===== config.mk =====
export PLATFORM = sky130hd
export DESIGN_NAME = prefix_adder_pipe
export DESIGN_NICKNAME = d
export VERILOG_FILES = /design/src/rtl/prefix_adder_pipe.sv
export SDC_FILE = /design/constraint.sdc
export NUM_CORES = 1
export LEC_CHECK = 0
export CAP_MARGIN = 40
export CORE_ASPECT_RATIO = 1.4
export CORE_MARGIN = 4
export CORE_UTILIZATION = 53
export DETAILED_ROUTE_END_ITERATION = 12
export PLACE_DENSITY_LB_ADDON = 0.2
export SLEW_MARGIN = 20
export SYNTH_ARGS = -nofsm -noshare
export SYNTH_HDL_FRONTEND = slang
export SYNTH_SLANG_ARGS = --single-unit

===== constraint.sdc =====
create_clock -name wb_clk_i -period 2.7 [get_ports wb_clk_i]
set_clock_uncertainty 0.2 [all_clocks]
set_input_delay 0.54 -clock wb_clk_i [delete_from_list [all_inputs] [get_ports wb_clk_i]]
set_output_delay 0.54 -clock wb_clk_i [all_outputs]
set_load 0.01 [all_outputs]

===== src/rtl/prefix_adder_pipe.sv =====
// Pipelined Kogge-Stone adder/subtractor.
// It supports add, subtract, add-with-carry and signed saturating add, and
// reports carry-out and signed overflow. Valid/ready handshakes on both sides.
// Rank 1 registers the decoded operands. The remaining STAGES-1 ranks sit on
// prefix-level boundaries and are spread as evenly as possible. The final
// carry/sum/saturation logic is combinational from the last rank. Latency is
// therefore STAGES edges from acceptance to out_valid.
// The whole pipeline advances as one unit. Bubbles are never compressed, so
// ordering and latency stay trivially fixed.

module prefix_adder_pipe #(
    parameter int WIDTH  = 8,
    parameter int STAGES = 2,
    parameter bit SAT_EN = 1'b1
) (
    input  logic             wb_clk_i,
    input  logic             wb_rst_i,
    input  logic             in_valid,
    output logic             in_ready,
    input  logic [WIDTH-1:0] a_in,
    input  logic [WIDTH-1:0] b_in,
    input  logic             cin,
    input  logic [1:0]       op,
    output logic             out_valid,
    input  logic             out_ready,
    output logic [WIDTH-1:0] sum,
    output logic             cout,
    output logic             ovf
);

    localparam int LEVELS = $clog2(WIDTH);

    localparam logic [1:0] OP_ADD = 2'b00;
    localparam logic [1:0] OP_SUB = 2'b01;
    localparam logic [1:0] OP_ADC = 2'b10;
    localparam logic [1:0] OP_SAT = 2'b11;

    localparam logic [WIDTH-1:0] MIN_NEG = {1'b1, {(WIDTH-1){1'b0}}};
    localparam logic [WIDTH-1:0] MAX_POS = ~MIN_NEG;

    // Everything one prefix level hands to the next.
    // - g/p are the group generate/propagate values, which span further each level.
    // - pb is the untouched bitwise propagate, needed for the final sum XOR.
    // - c0, sat and a_msb ride along for the carry-in and saturation logic
    //   after the last level.
    typedef struct packed {
        logic             valid;
        logic [WIDTH-1:0] g;
        logic [WIDTH-1:0] p;
        logic [WIDTH-1:0] pb;
        logic             c0;
        logic             sat;
        logic             a_msb;
    } lvl_t;

    // True when a pipeline rank sits right after prefix level k.
    // Rank r (1..STAGES-1) lands on level floor(r*LEVELS/(STAGES-1)). The ranks
    // therefore spread evenly, and the last one always closes level LEVELS.
    function automatic bit reg_after(input int k);
        bit hit;
        hit = 1'b0;
        for (int r_i = 1; r_i < STAGES; r_i++) begin
            if ((r_i * LEVELS) / (STAGES - 1) == k) begin
                hit = 1'b1;
            end
        end
        return hit;
    endfunction

    // Global advance: every rank moves together unless the output is stuck.
    logic advance;

    // Decoded operand controls for the beat currently offered.
    logic [WIDTH-1:0] b_eff_next;
    logic             c0_next;
    logic             sat_next;

    // Rank 1 state.
    logic             r1_valid_reg;
    logic [WIDTH-1:0] r1_a_reg;
    logic [WIDTH-1:0] r1_b_reg;
    logic             r1_c0_reg;
    logic             r1_sat_reg;

    // Decode op into inverted-B / carry-in / saturate controls.
    // cin only reaches the datapath for add-with-carry.
    always_comb begin
        b_eff_next = b_in;
        c0_next    = 1'b0;
        sat_next   = 1'b0;
        case (op)
            OP_ADD: begin
                b_eff_next = b_in;
            end
            OP_SUB: begin
                b_eff_next = ~b_in;
                c0_next    = 1'b1;
            end
            OP_ADC: begin
                c0_next = cin;
            end
            OP_SAT: begin
                sat_next = SAT_EN;
            end
            default: begin
                b_eff_next = b_in;
            end
        endcase
    end

    // Rank 1 captures decoded operands on an accepted beat.
    // On a bubble only the valid bit drops, so data holds.
    always_ff @(posedge wb_clk_i) begin
        if (wb_rst_i) begin
            r1_valid_reg <= 1'b0;
            r1_a_reg     <= '0;
            r1_b_reg     <= '0;
            r1_c0_reg    <= 1'b0;
            r1_sat_reg   <= 1'b0;
        end else if (advance) begin
            if (in_valid) begin
                r1_valid_reg <= 1'b1;
                r1_a_reg     <= a_in;
                r1_b_reg     <= b_eff_next;
                r1_c0_reg    <= c0_next;
                r1_sat_reg   <= sat_next;
            end else begin
                r1_valid_reg <= 1'b0;
            end
        end
    end

    // Level 0 forms bitwise generate/propagate.
    // Levels 1..LEVELS are Kogge-Stone combine steps with span 2^(level-1).
    // Each level output is either registered or passed straight through.
    for (genvar gi = 0; gi <= LEVELS; gi++) begin : lv
        lvl_t d;
        lvl_t q;

        if (gi == 0) begin : g_leaf
            // Bitwise generate/propagate from the rank 1 operands.
            always_comb begin
                d.valid = r1_valid_reg;
                d.g     = r1_a_reg & r1_b_reg;
                d.p     = r1_a_reg ^ r1_b_reg;
                d.pb    = r1_a_reg ^ r1_b_reg;
                d.c0    = r1_c0_reg;
                d.sat   = r1_sat_reg;
                d.a_msb = r1_a_reg[WIDTH-1];
            end
        end else begin : g_step
            localparam int DIST = 1 << (gi - 1);
            // Bits below DIST already hold complete groups down to bit 0 and
            // keep their propagate unchanged.
            localparam logic [WIDTH-1:0] LOW_MASK = {WIDTH{1'b1}} >> (WIDTH - DIST);

            lvl_t prev;
            assign prev = lv[gi-1].q;

            // One prefix combine: (G,P)[i] o (G,P)[i-DIST].
            always_comb begin
                d   = prev;
                d.g = prev.g | (prev.p & (prev.g << DIST));
                d.p = prev.p & ((prev.p << DIST) | LOW_MASK);
            end
        end

        if (reg_after(gi)) begin : g_rank
            // Pipeline rank: load data only for a valid beat so outputs hold
            // across bubbles; valid always follows the upstream rank.
            always_ff @(posedge wb_clk_i) begin
                if (wb_rst_i) begin
                    q <= '0;
                end else if (advance) begin
                    if (d.valid) begin
                        q <= d;
                    end else begin
                        q.valid <= 1'b0;
                    end
                end
            end
        end else begin : g_wire
            assign q = d;
        end
    end

    lvl_t             fin;
    logic [WIDTH-1:0] carry_vec;
    logic [WIDTH-1:0] raw_sum;
    logic             carry_out;
    logic             ovf_raw;

    assign fin = lv[LEVELS].q;

    // Carry into bit i is G[i-1:0] | (P[i-1:0] & c0). Bit 0 gets c0 itself.
    assign carry_vec = {fin.g[WIDTH-2:0] | (fin.p[WIDTH-2:0] & {(WIDTH-1){fin.c0}}), fin.c0};
    assign carry_out = fin.g[WIDTH-1] | (fin.p[WIDTH-1] & fin.c0);
    assign raw_sum   = fin.pb ^ carry_vec;
    assign ovf_raw   = carry_vec[WIDTH-1] ^ carry_out;

    // Saturating add clamps toward the sign of A when the signed result wrapped.
    always_comb begin
        sum = raw_sum;
        if (fin.sat && ovf_raw) begin
            sum = fin.a_msb ? MIN_NEG : MAX_POS;
        end
    end

    assign cout      = carry_out;
    assign ovf       = ovf_raw;
    assign out_valid = fin.valid;
    assign advance   = out_ready | ~out_valid;
    assign in_ready  = advance;

endmodule


==> results of run 1 <==
-- metal layers --
metal	vias up	GRT usage, %
li1	990	-
met3	4	5.35
met4	0	6.83
met5	-	0
met2	48	35.3
met1	908	18.5
-- cells in the final DEF (no fill, tap or decap), drive strengths merged, types with 3 or more instances in the layout --
| master | count |
|---|---|
| nor3 | 4 |
| inv | 8 |
| buf | 25 |
| ha | 12 |
| dfxtp | 46 |
| a21oi | 40 |
| nand3 | 3 |
| xor2 | 6 |
| mux2i | 8 |
| xnor2 | 9 |
| clkbuf | 6 |
| nor2 | 23 |
| nand2 | 55 |
| clkdlybuf4s50 | 26 |
| a211oi | 11 |
-- repair_timing --
action	in CTS	in global routing
resized for setup	33	2
buffers inserted	1	1
pin swaps	2	0
hold buffers	0	0
setup endpoints to repair	8	2
-- cell families after synthesis --
kind of cell / Yosys count
xor gates and xnor gates: 15
buffers and inverters: 25
and+or+nand+nor: 92
adders and majority gates: 12
DFF: 46
AOI/OAI and AO/OA: 67
muxes: 9
-- metrics by stage --
step	instances	util, %	instance area, µm²	setup slack, ps	total power [mW]
3_5_place_dp	342	66.1	2640	-3.16	0.997
5_1_grt	352	69.5	2770	-6.48	1.66
4_1_cts	351	69.2	2760	52.4	1.60
2_1_floorplan	266	-	2200	588	0.892
6_report	352	69.5	2770	55.3	1.60
3_3_place_gp	342	66.1	2640	128	0.991
-- power breakdown --
group          switching, mW  internal (mW)  total (mW)
clock                  0.227          0.395       0.622
sequential            0.0212          0.710       0.732
combinational          0.126          0.116       0.242
-- worst register-to-register path: cells and delay by family (launching register included) --
family,cells,cell delay (ps)
and+or+nand+nor,1,210
DFF,1,330
adders and majority gates,1,350
AOI/OAI and AO/OA,3,810
-- final timing paths --
| path | endpoint | slack (ps) | cells past startpoint |
|---|---|---|---|
| worst min register to register | fin[12] | 260 | 2 |
| worst max register to register | fin[23] | 720 | 5 |
| worst max-delay path | sum[7] | 60 | 5 |
| worst min-delay path | fin[12] | 260 | 2 |
-- area by class of cell --
class                   count  area share, %
clock buffers               6           2.98
clock inverters             2           2.17
inverters                   8           1.08
multi-input cells         195           41.9
flip-flops and latches     46           33.5
well taps                  43           1.94
repair buffers             52           16.4
==> metrics.yaml, run 1 <==
worst_setup_path:
  start_kind: "flop"
  crit_chain: "o21ai_2, nand2_1, a2111o_1, mux2_4, dlygate4sd2_1"
  critPathRequiredTime_ps: 1960
  slowest_delay_ps: 430
  cp-startpoint: "fin[25]"
  end_kind: "primary output"
  worst_path_max_delay_cell: "a2111o_1"
  critical_path.reg2reg.startpoint: "r1_b_reg[1]"
  path_max_fanout: 4
  cp.arrival_ps: 1900
  crit_type: "flop to primary output"
  crit_buf_inv: 1
  cpLargestDelayFamily: "compound AO/OA/AOI/OAI gates"
global_route:
  grt_max_degree: 27
  grt_usage_pct: 18.5
  antenna_found_initial: 0
  first_global_vias: 1843
  grt_overflow: 0
  grt_pass1_wl_mm: 8.00
clock_network:
  cts_root_buf: "clkbuf_8"
  cts_tree: "done"
  clk_pin_slew_ps: 80
  clkLatencyLatePin_ps: 290
  cts_sinks: 46
  cts_made_buffers: 5
  clk_path_buf_depth: 2
  cts-htree-levels: 2
drt:
  dr_wl_met2_mm: 2.55
  via_per_inst: 5.54
  firstDrtPassIters: 4
  ant_nets: 0
  wl_met1_mm: 1.91
  drt_wl_total_mm: 4.74
  wl_met3_um: 251
  drc: 0
  topRoutingLayerUsed: "met4"
  vias: 1950
  wl_per_cell_um: 13.5
  drt-initial-drc-count: 40
synth:
  yosysMostFrequentCell: "nand2_1"
  syn-instance-count: 266
  async_flop_share_pct: 0
  synthDistinctLibCells: 37
  syn_nets: 301
  ys_seq_area_share_pct: 41.9
  synth-xor-area-share_pct: 5.97
  synth_compound_area_share_pct: 18.5
  synth.area.mux_share_pct: 4.32
  synth_top_family_by_area: "compound AO/OA/AOI/OAI gates"
  ys_top_cells_by_count: "nand2_1 (55), dfxtp_1 (46), a21oi_1 (40)"
  synth-edff-count: 0
  synthSimpleGateAreaFrac_pct: 17.0
  synth_top_area_share_pct: 41.9
  synth-seq-cells: 46
  synth_area_um2: 2200
  synthFlopType: "dfxtp_1"
  yosysTopAreaCell: "dfxtp_1"
  synthTopCellsByArea: "dfxtp_1 (42%), nand2_1 (9.4%), a21oi_1 (9.1%)"
  synth_fa_ha_area_share_pct: 6.83
  yosys_warnings: 0
  avgSynthCellArea_um2: 8.27
min_path:
  hold_path.class: "flop to flop"
  holdCritStartpoint: "fin[12]"
layout:
  multi_input_area_um2: 1160
  nets: 343
  nFillCells: 358
  layout-drive-gt1-share_pct: 12.9
  seq_area_um2: 927
  n_antenna_cell: 0
  synthToLayoutAreaGrowth_pct: 26.0
  largest_register_ffs: 25
place:
  post-dp-hpwl_mm: 3.61
  routabilityCongestion: 0.812
  port_buffers: 34
floorplanning:
  die-height_um: 84.2
  die-width_um: 62.4
  start_util_pct: 55.2
  core.rowCount: 27
  die_area_um2: 5260
  io_pins: 35
  fp.coreArea_um2: 3990
sta:
  rsz0062_at_grt: "yes"
  timing.final.crit_period_ps: 2640
  drv_slew: 0
  timing.setup.tns_ps: 0
  fin_hold_ws_ps: 259
  setup_violations: 0
  fin_crit_sh_pct: 98.0
  max_freq_mhz: 378
  worst_pin_slew_ps: 588
  hold_viol_final: 0
  maxSlewHeadroom_pct: 60.5
pwr:
  power.density_nw_per_um2: 576
  vdd_ir_drop_max_mv: 0.372
  power.leakage_nw: 1.18
run:
  max-cap-violations: 0
status:
  status: "finished clean"
No activity file was read; power rests on OpenSTA's default activity.
==> run 2: changes to the inputs <==
--- a/config.mk
+++ b/config.mk
@@ -8,10 +8,9 @@
 export CAP_MARGIN = 40
 export CORE_ASPECT_RATIO = 1.4
 export CORE_MARGIN = 4
-export CORE_UTILIZATION = 53
+export CORE_UTILIZATION = 57
 export DETAILED_ROUTE_END_ITERATION = 12
 export PLACE_DENSITY_LB_ADDON = 0.2
-export SLEW_MARGIN = 20
 export SYNTH_ARGS = -nofsm -noshare
 export SYNTH_HDL_FRONTEND = slang
 export SYNTH_SLANG_ARGS = --single-unit
==> constraint.sdc (replaced) <==
create_clock -name wb_clk_i -period 3.22 [get_ports wb_clk_i]
set_clock_uncertainty 0.2 [all_clocks]
set_input_delay 0.644 -clock wb_clk_i [delete_from_list [all_inputs] [get_ports wb_clk_i]]
set_output_delay 0.644 -clock wb_clk_i [all_outputs]
set_load 0.01 [all_outputs]
==> metrics.yaml, run 2 (synthesized netlist as in run 1, its figures left out) <==
clock_network:
  cts_setup_buffers: 0  # -1
  cts_sinks: 46  # unchanged
  clk_pin_slew_ps: 80  # about the same
  cts_tree: "done"
  cts_made_buffers: 5  # unchanged
  clkLatencyLatePin_ps: 290  # about the same
  cts-htree-levels: 2  # unchanged
  cts_root_buf: "clkbuf_8"
  cts_resized: 0  # -100%
  clk_path_buf_depth: 2  # unchanged
  cts_hold_buf: 0  # unchanged
sta:
  drv_slew: 0  # unchanged
  max_freq_mhz: 323
  rsz0062_at_grt: "no"
  timing.setup.tns_ps: 0  # unchanged
  fin_ws_ps: 121  # +65.9 ps
  hold_viol_final: 0  # unchanged
  timing.final.crit_period_ps: 3100
  fin_crit_sh_pct: 96.2
  maxSlewHeadroom_pct: 61.2  # +0.73 points
  setup_violations: 0  # unchanged
  fin_hold_ws_ps: 257  # -1.44 ps
  worst_pin_slew_ps: 577  # -10.8 ps
drt:
  drt-initial-drc-count: 68  # +70%
  firstDrtPassIters: 4  # unchanged
  ant_nets: 0  # unchanged
  drc: 0  # unchanged
  drt_wl_total_mm: 4.24  # -11%
  via_per_inst: 5.48  # -1.1%
  wl_per_cell_um: 12.5  # -7.2%
  vias: 1858  # -4.7%
floorplanning:
  io_pins: 35  # unchanged
  die-width_um: 60.5  # -3.1%
  die_area_um2: 4930  # -6.2%
  die-height_um: 81.5  # -3.2%
  start_util_pct: 59.8  # +4.7 points
  core.rowCount: 26  # -3.7%
  fp.coreArea_um2: 3680  # -7.8%
status:
  status: "finished clean"
worst_setup_path:
  cp.arrival_ps: 2250  # +350 ps
  reg2reg_slack_ps: 1320  # +600 ps
  crit_type: "flop to primary output"
  critPathRequiredTime_ps: 2380  # +420 ps
  cp-endpoint: "sum[7]"
  critical_path.reg2reg.startpoint: "r1_b_reg[1]"
  worstReg2RegEnd: "fin[24]"
  cp-startpoint: "fin[17]"
  path_max_fanout: 8  # +4
  r2r_cells: 5  # unchanged
  start_kind: "flop"
  end_kind: "primary output"
run:
  max-cap-violations: 0  # unchanged
global_route:
  grt_pass1_wl_mm: 7.48  # -6.5%
  met1_usage_pct: 23.1  # +4.5 points
  use_met3_pct: 3.93  # -1.4 points
  grt_usage_pct: 19.6  # +1.1 points
  grt.met2_usage_pct: 35.0  # -0.38 points
  antenna_found_initial: 0  # unchanged
  grt_overflow: 0  # unchanged
  first_global_vias: 1737  # -5.8%
  grt_max_degree: 27  # unchanged
  grt_busiest_layer: "met2"
layout:
  largest_register_ffs: 25  # unchanged
  layout-drive-gt1-share_pct: 6.06  # -6.9 points
  nFillCells: 308  # -14%
  stdcell_count: 339  # -3.7%
  n_antenna_cell: 0  # unchanged
  final_cell_mix: "nand2_1 (55), dfxtp_1 (46), a21oi_1 (40), clkdlybuf4s50_1 (34), nor2_1 (23)"
  post-route-util_pct: 71.7  # +2.2 points
  final_common_cell: "nand2_1"
  nets: 332  # -3.2%
  synthToLayoutAreaGrowth_pct: 19.8
  fin_area_um2: 2640  # -4.9%
pwr:
  power.density_nw_per_um2: 432  # -25%
  power.leakage_nw: 1.07  # -8.9%
  finalPower_mw: 1.14  # -29%
  vdd_ir_drop_max_mv: 0.400  # +7.3%
place:
  dpl_cell_area_um2: 2550  # -3.1%
  port_buffers: 34  # unchanged
  dp_slack_ps: 386  # +389 ps
  post-dp-hpwl_mm: 3.26  # -9.8%
  routabilityCongestion: 0.798  # -1.7%
  dp_cells: 332  # -2.9%
min_path:
  hold_path.class: "flop to flop"
==> run 2: cell count changes in the layout (fill, tap and decap cells not counted), moves of 2 or more <==
cell and delta:
buf_2 -7, clkinv_2 +2, buf_4 -9, bufinv_16 -2, dfxtp_1 +3, clkdlybuf4s50_1 +8
dfxtp_2 -2
==> run 2: worst min-delay path by stage <==
stage,to,start,slack [ps],cells past startpoint
finish,fin[1],r1_sat_reg,260,2
global route,r1_a_reg[3],r1_a_reg[3],280,2
CTS,fin[1],r1_sat_reg,260,2
detailed placement,fin[1],r1_sat_reg,250,2
global placement,fin[12],fin[12],240,2
floorplan,carry_vec[0],r1_c0_reg,230,2
==> run 2: power by group <==
group          internal [mW]  leakage, nW  switching, mW
combinational         0.0989        0.654          0.100
sequential             0.596        0.376         0.0177
clock                  0.146       0.0438          0.178
total                  0.841         1.07          0.296
==> run 2: routing by layer <==
metal  wire length (µm)  share of wire [%]  vias to the layer above
met1               1890                 45                      836
met5                  0                  0                        -
met2               2090                 49                       45
met4                 68                1.6                        0
met3                186                4.4                        6
li1                   -                  -                      971
==> run 2: cell type report <==
cell class                      count  area, µm²  area share (%)
Sequential cell                    46        921            34.9
Clock buffer                        5       68.8            2.61
Inverter                            8       30.0            1.14
Timing Repair Buffer               41        393            14.9
Multi-Input combinational cell    195       1160            44.0
Clock inverter                      2       10.0           0.380
Tap cell                           42       52.6            1.99
==> run 2: critical path: stages (launching register included) <==
cell and delay, ps:
dfxtp_1 390, o21a_1 130, nor3_1 50, a2111o_2 580, mux2_4 330, clkdlybuf4s50_1 470
==> run 3: changes to the inputs <==
--- a/config.mk
+++ b/config.mk
@@ -5,12 +5,14 @@
 export SDC_FILE = /design/constraint.sdc
 export NUM_CORES = 1
 export LEC_CHECK = 0
+export ABC_AREA = 1
 export CAP_MARGIN = 40
 export CORE_ASPECT_RATIO = 1.4
 export CORE_MARGIN = 4
-export CORE_UTILIZATION = 57
+export CORE_UTILIZATION = 58
 export DETAILED_ROUTE_END_ITERATION = 12
 export PLACE_DENSITY_LB_ADDON = 0.2
+export SKIP_LAST_GASP = 1
 export SYNTH_ARGS = -nofsm -noshare
 export SYNTH_HDL_FRONTEND = slang
 export SYNTH_SLANG_ARGS = --single-unit
==> metrics.yaml, run 3 <==
floorplanning:
  start_util_pct: 62.0  # +2.2 points
  die_area_um2: 5090  # +3.2%
  die-width_um: 61.5  # +1.6%
  fp.coreArea_um2: 3740  # +1.8%
  die-height_um: 82.8  # +1.6%
  io_pins: 35  # unchanged
  core.rowCount: 26  # unchanged
worst_setup_path:
  critPathRequiredTime_ps: 2380  # about the same
  end_kind: "primary output"
  start_kind: "flop"
  path_max_fanout: 9  # +1
  cp.arrival_ps: 2000  # -250 ps
  crit_type: "flop to primary output"
clock_network:
  cts_root_buf: "clkbuf_8"
  cts_tree: "done"
  cts_sinks: 46  # unchanged
  clk_path_buf_depth: 2  # unchanged
  cts_hold_buf: 0  # unchanged
  clkLatencyLatePin_ps: 300  # about the same
  cts_setup_buffers: 0  # unchanged
  clk_pin_slew_ps: 80  # about the same
  cts_made_buffers: 5  # unchanged
  cts-htree-levels: 2  # unchanged
  cts_resized: 0  # unchanged
synth:
  ys_top_cells_by_count: "nand2_1 (57), nor2_1 (51), dfxtp_1 (46)"
  avgSynthCellArea_um2: 7.61  # -8.0%
  yosys_warnings: 0  # unchanged
  synth_top_area_share_pct: 39.7  # -2.2 points
  syn-instance-count: 305  # +15%
  yosysMostFrequentCell: "nand2_1"
  synth_area_um2: 2320  # +5.5%
  synthDistinctLibCells: 24  # -35%
  ys_seq_area_share_pct: 39.7  # -2.2 points
  synthFlopType: "dfxtp_1"
  async_flop_share_pct: 0  # unchanged
  synth-seq-cells: 46  # unchanged
  synth-edff-count: 0  # unchanged
  synthTopCellsByArea: "dfxtp_1 (40%), nand2_1 (9.2%), nor2_1 (8.3%)"
  syn_nets: 340  # +13%
  yosysTopAreaCell: "dfxtp_1"
status:
  status: "finished clean"
global_route:
  antenna_found_initial: 0  # unchanged
  grt_pass1_wl_mm: 7.96  # +6.5%
  grt_overflow: 0  # unchanged
  first_global_vias: 1875  # +7.9%
  grt_usage_pct: 19.8  # +0.27 points
  grt_max_degree: 32  # +19%
sta:
  drv_slew: 0  # unchanged
  timing.final.crit_period_ps: 2840  # -255 ps
  max_freq_mhz: 352  # +9.0%
  timing.setup.tns_ps: 0  # unchanged
  worst_pin_slew_ps: 714  # +137 ps
  setup_violations: 0  # unchanged
  rsz0062_at_grt: "no"
  fin_crit_sh_pct: 88.3  # -7.9 points
  hold_viol_final: 0  # unchanged
  maxSlewHeadroom_pct: 52.3  # -8.9 points
drt:
  drc: 0  # unchanged
  firstDrtPassIters: 4  # unchanged
  via_per_inst: 5.34  # -2.6%
  drt-initial-drc-count: 75  # +10%
  ant_nets: 0  # unchanged
  drt_wl_total_mm: 4.49  # +5.8%
  vias: 2001  # +7.7%
  wl_per_cell_um: 12.0  # -4.4%
pwr:
  vdd_ir_drop_max_mv: 0.377  # -5.8%
  power.leakage_nw: 1.17  # +9.3%
  power.density_nw_per_um2: 461  # +6.8%
layout:
  n_antenna_cell: 0  # unchanged
  nets: 367  # +11%
  synthToLayoutAreaGrowth_pct: 16.5
  layout-drive-gt1-share_pct: 6.91  # +0.85 points
  fin_area_um2: 2700  # +2.5%
  largest_register_ffs: 25  # unchanged
  final_common_cell: "nand2_1"
  final_cell_mix: "nand2_1 (57), nor2_1 (51), dfxtp_1 (46), a21oi_1 (36), clkdlybuf4s50_1 (34)"
place:
  port_buffers: 34  # unchanged
  post-dp-hpwl_mm: 3.29  # +1.1%
  routabilityCongestion: 0.819  # +2.6%
  dpl_cell_area_um2: 2610  # +2.2%
run:
  max-cap-violations: 0  # unchanged
min_path:
  hold_path.class: "flop to flop"
## run 3: kinds of logic after synthesis
kind of cell               after synthesis  share of synthesized area (%)
and+or+nand+nor                        129                           25.4
AOI/OAI and AO/OA                       69                           15.0
DFF                                     46                           39.7
buffers and inverters                   34                           7.82
xor gates and xnor gates                15                           5.66
adders and majority gates               12                           6.47
## run 3: final cells by class
type / count / area [µm²]
timing repair buffer: 35 / 348
sequential: 46 / 921
clock buffer: 7 / 86.3
clock inverter: 1 / 5.00
inverter: 19 / 71.3
multi-input combinational: 225 / 1220
fill: 325 / 1040
tap: 42 / 52.6
## run 3: final timing paths
path | start | to | slack (ps) | cells after the start
setup / recovery | carry_vec[0] | sum[7] | 380 | 7
hold / removal | fin[12] | fin[12] | 270 | 2
setup reg to reg | out_valid | fin[23] | 1610 | 5
hold reg to reg | fin[12] | fin[12] | 270 | 2
## run 3: metal layers
metal | track usage [%] | routed length [µm] | vias to the layer above
li1 | - | - | 1035
met1 | 23.0 | 1940 | 912
met2 | 34.7 | 2290 | 47
met3 | 4.19 | 179 | 7
met4 | 6.37 | 77 | 0
met5 | 0 | 0 | -
## run 3: stage by stage
| step | std cells | hold slack, ps | setup WS (ps) | power, mW | util, % |
|---|---|---|---|---|---|
| detailed placement | 367 | 256 | 583 | 0.903 | 69.8 |
| global route | 375 | 304 | 210 | 1.31 | 72.2 |
| global placement | 367 | 253 | 600 | 0.897 | 69.8 |
| floorplan | 305 | 243 | 1370 | 0.813 | - |
| CTS | 375 | 268 | 343 | 1.26 | 72.2 |
| finish | 375 | 268 | 376 | 1.25 | 72.2 |
## run 3: where the power goes
part	switching (mW)	total, mW	internal, mW	leakage, nW
registers	0.0233	0.628	0.605	0.378
logic	0.139	0.262	0.122	0.747
clock network	0.183	0.356	0.173	0.0482
total	0.346	1.25	0.900	1.17
## run 3: critical path: stages (launching register included)
cell and delay (ps):
dfxtp_1 580, nand2_2 120, nand2_2 120, nand2_4 80
nand3_4 130, nand2_1 70, o21ai_1 70, clkdlybuf4s50_1 540
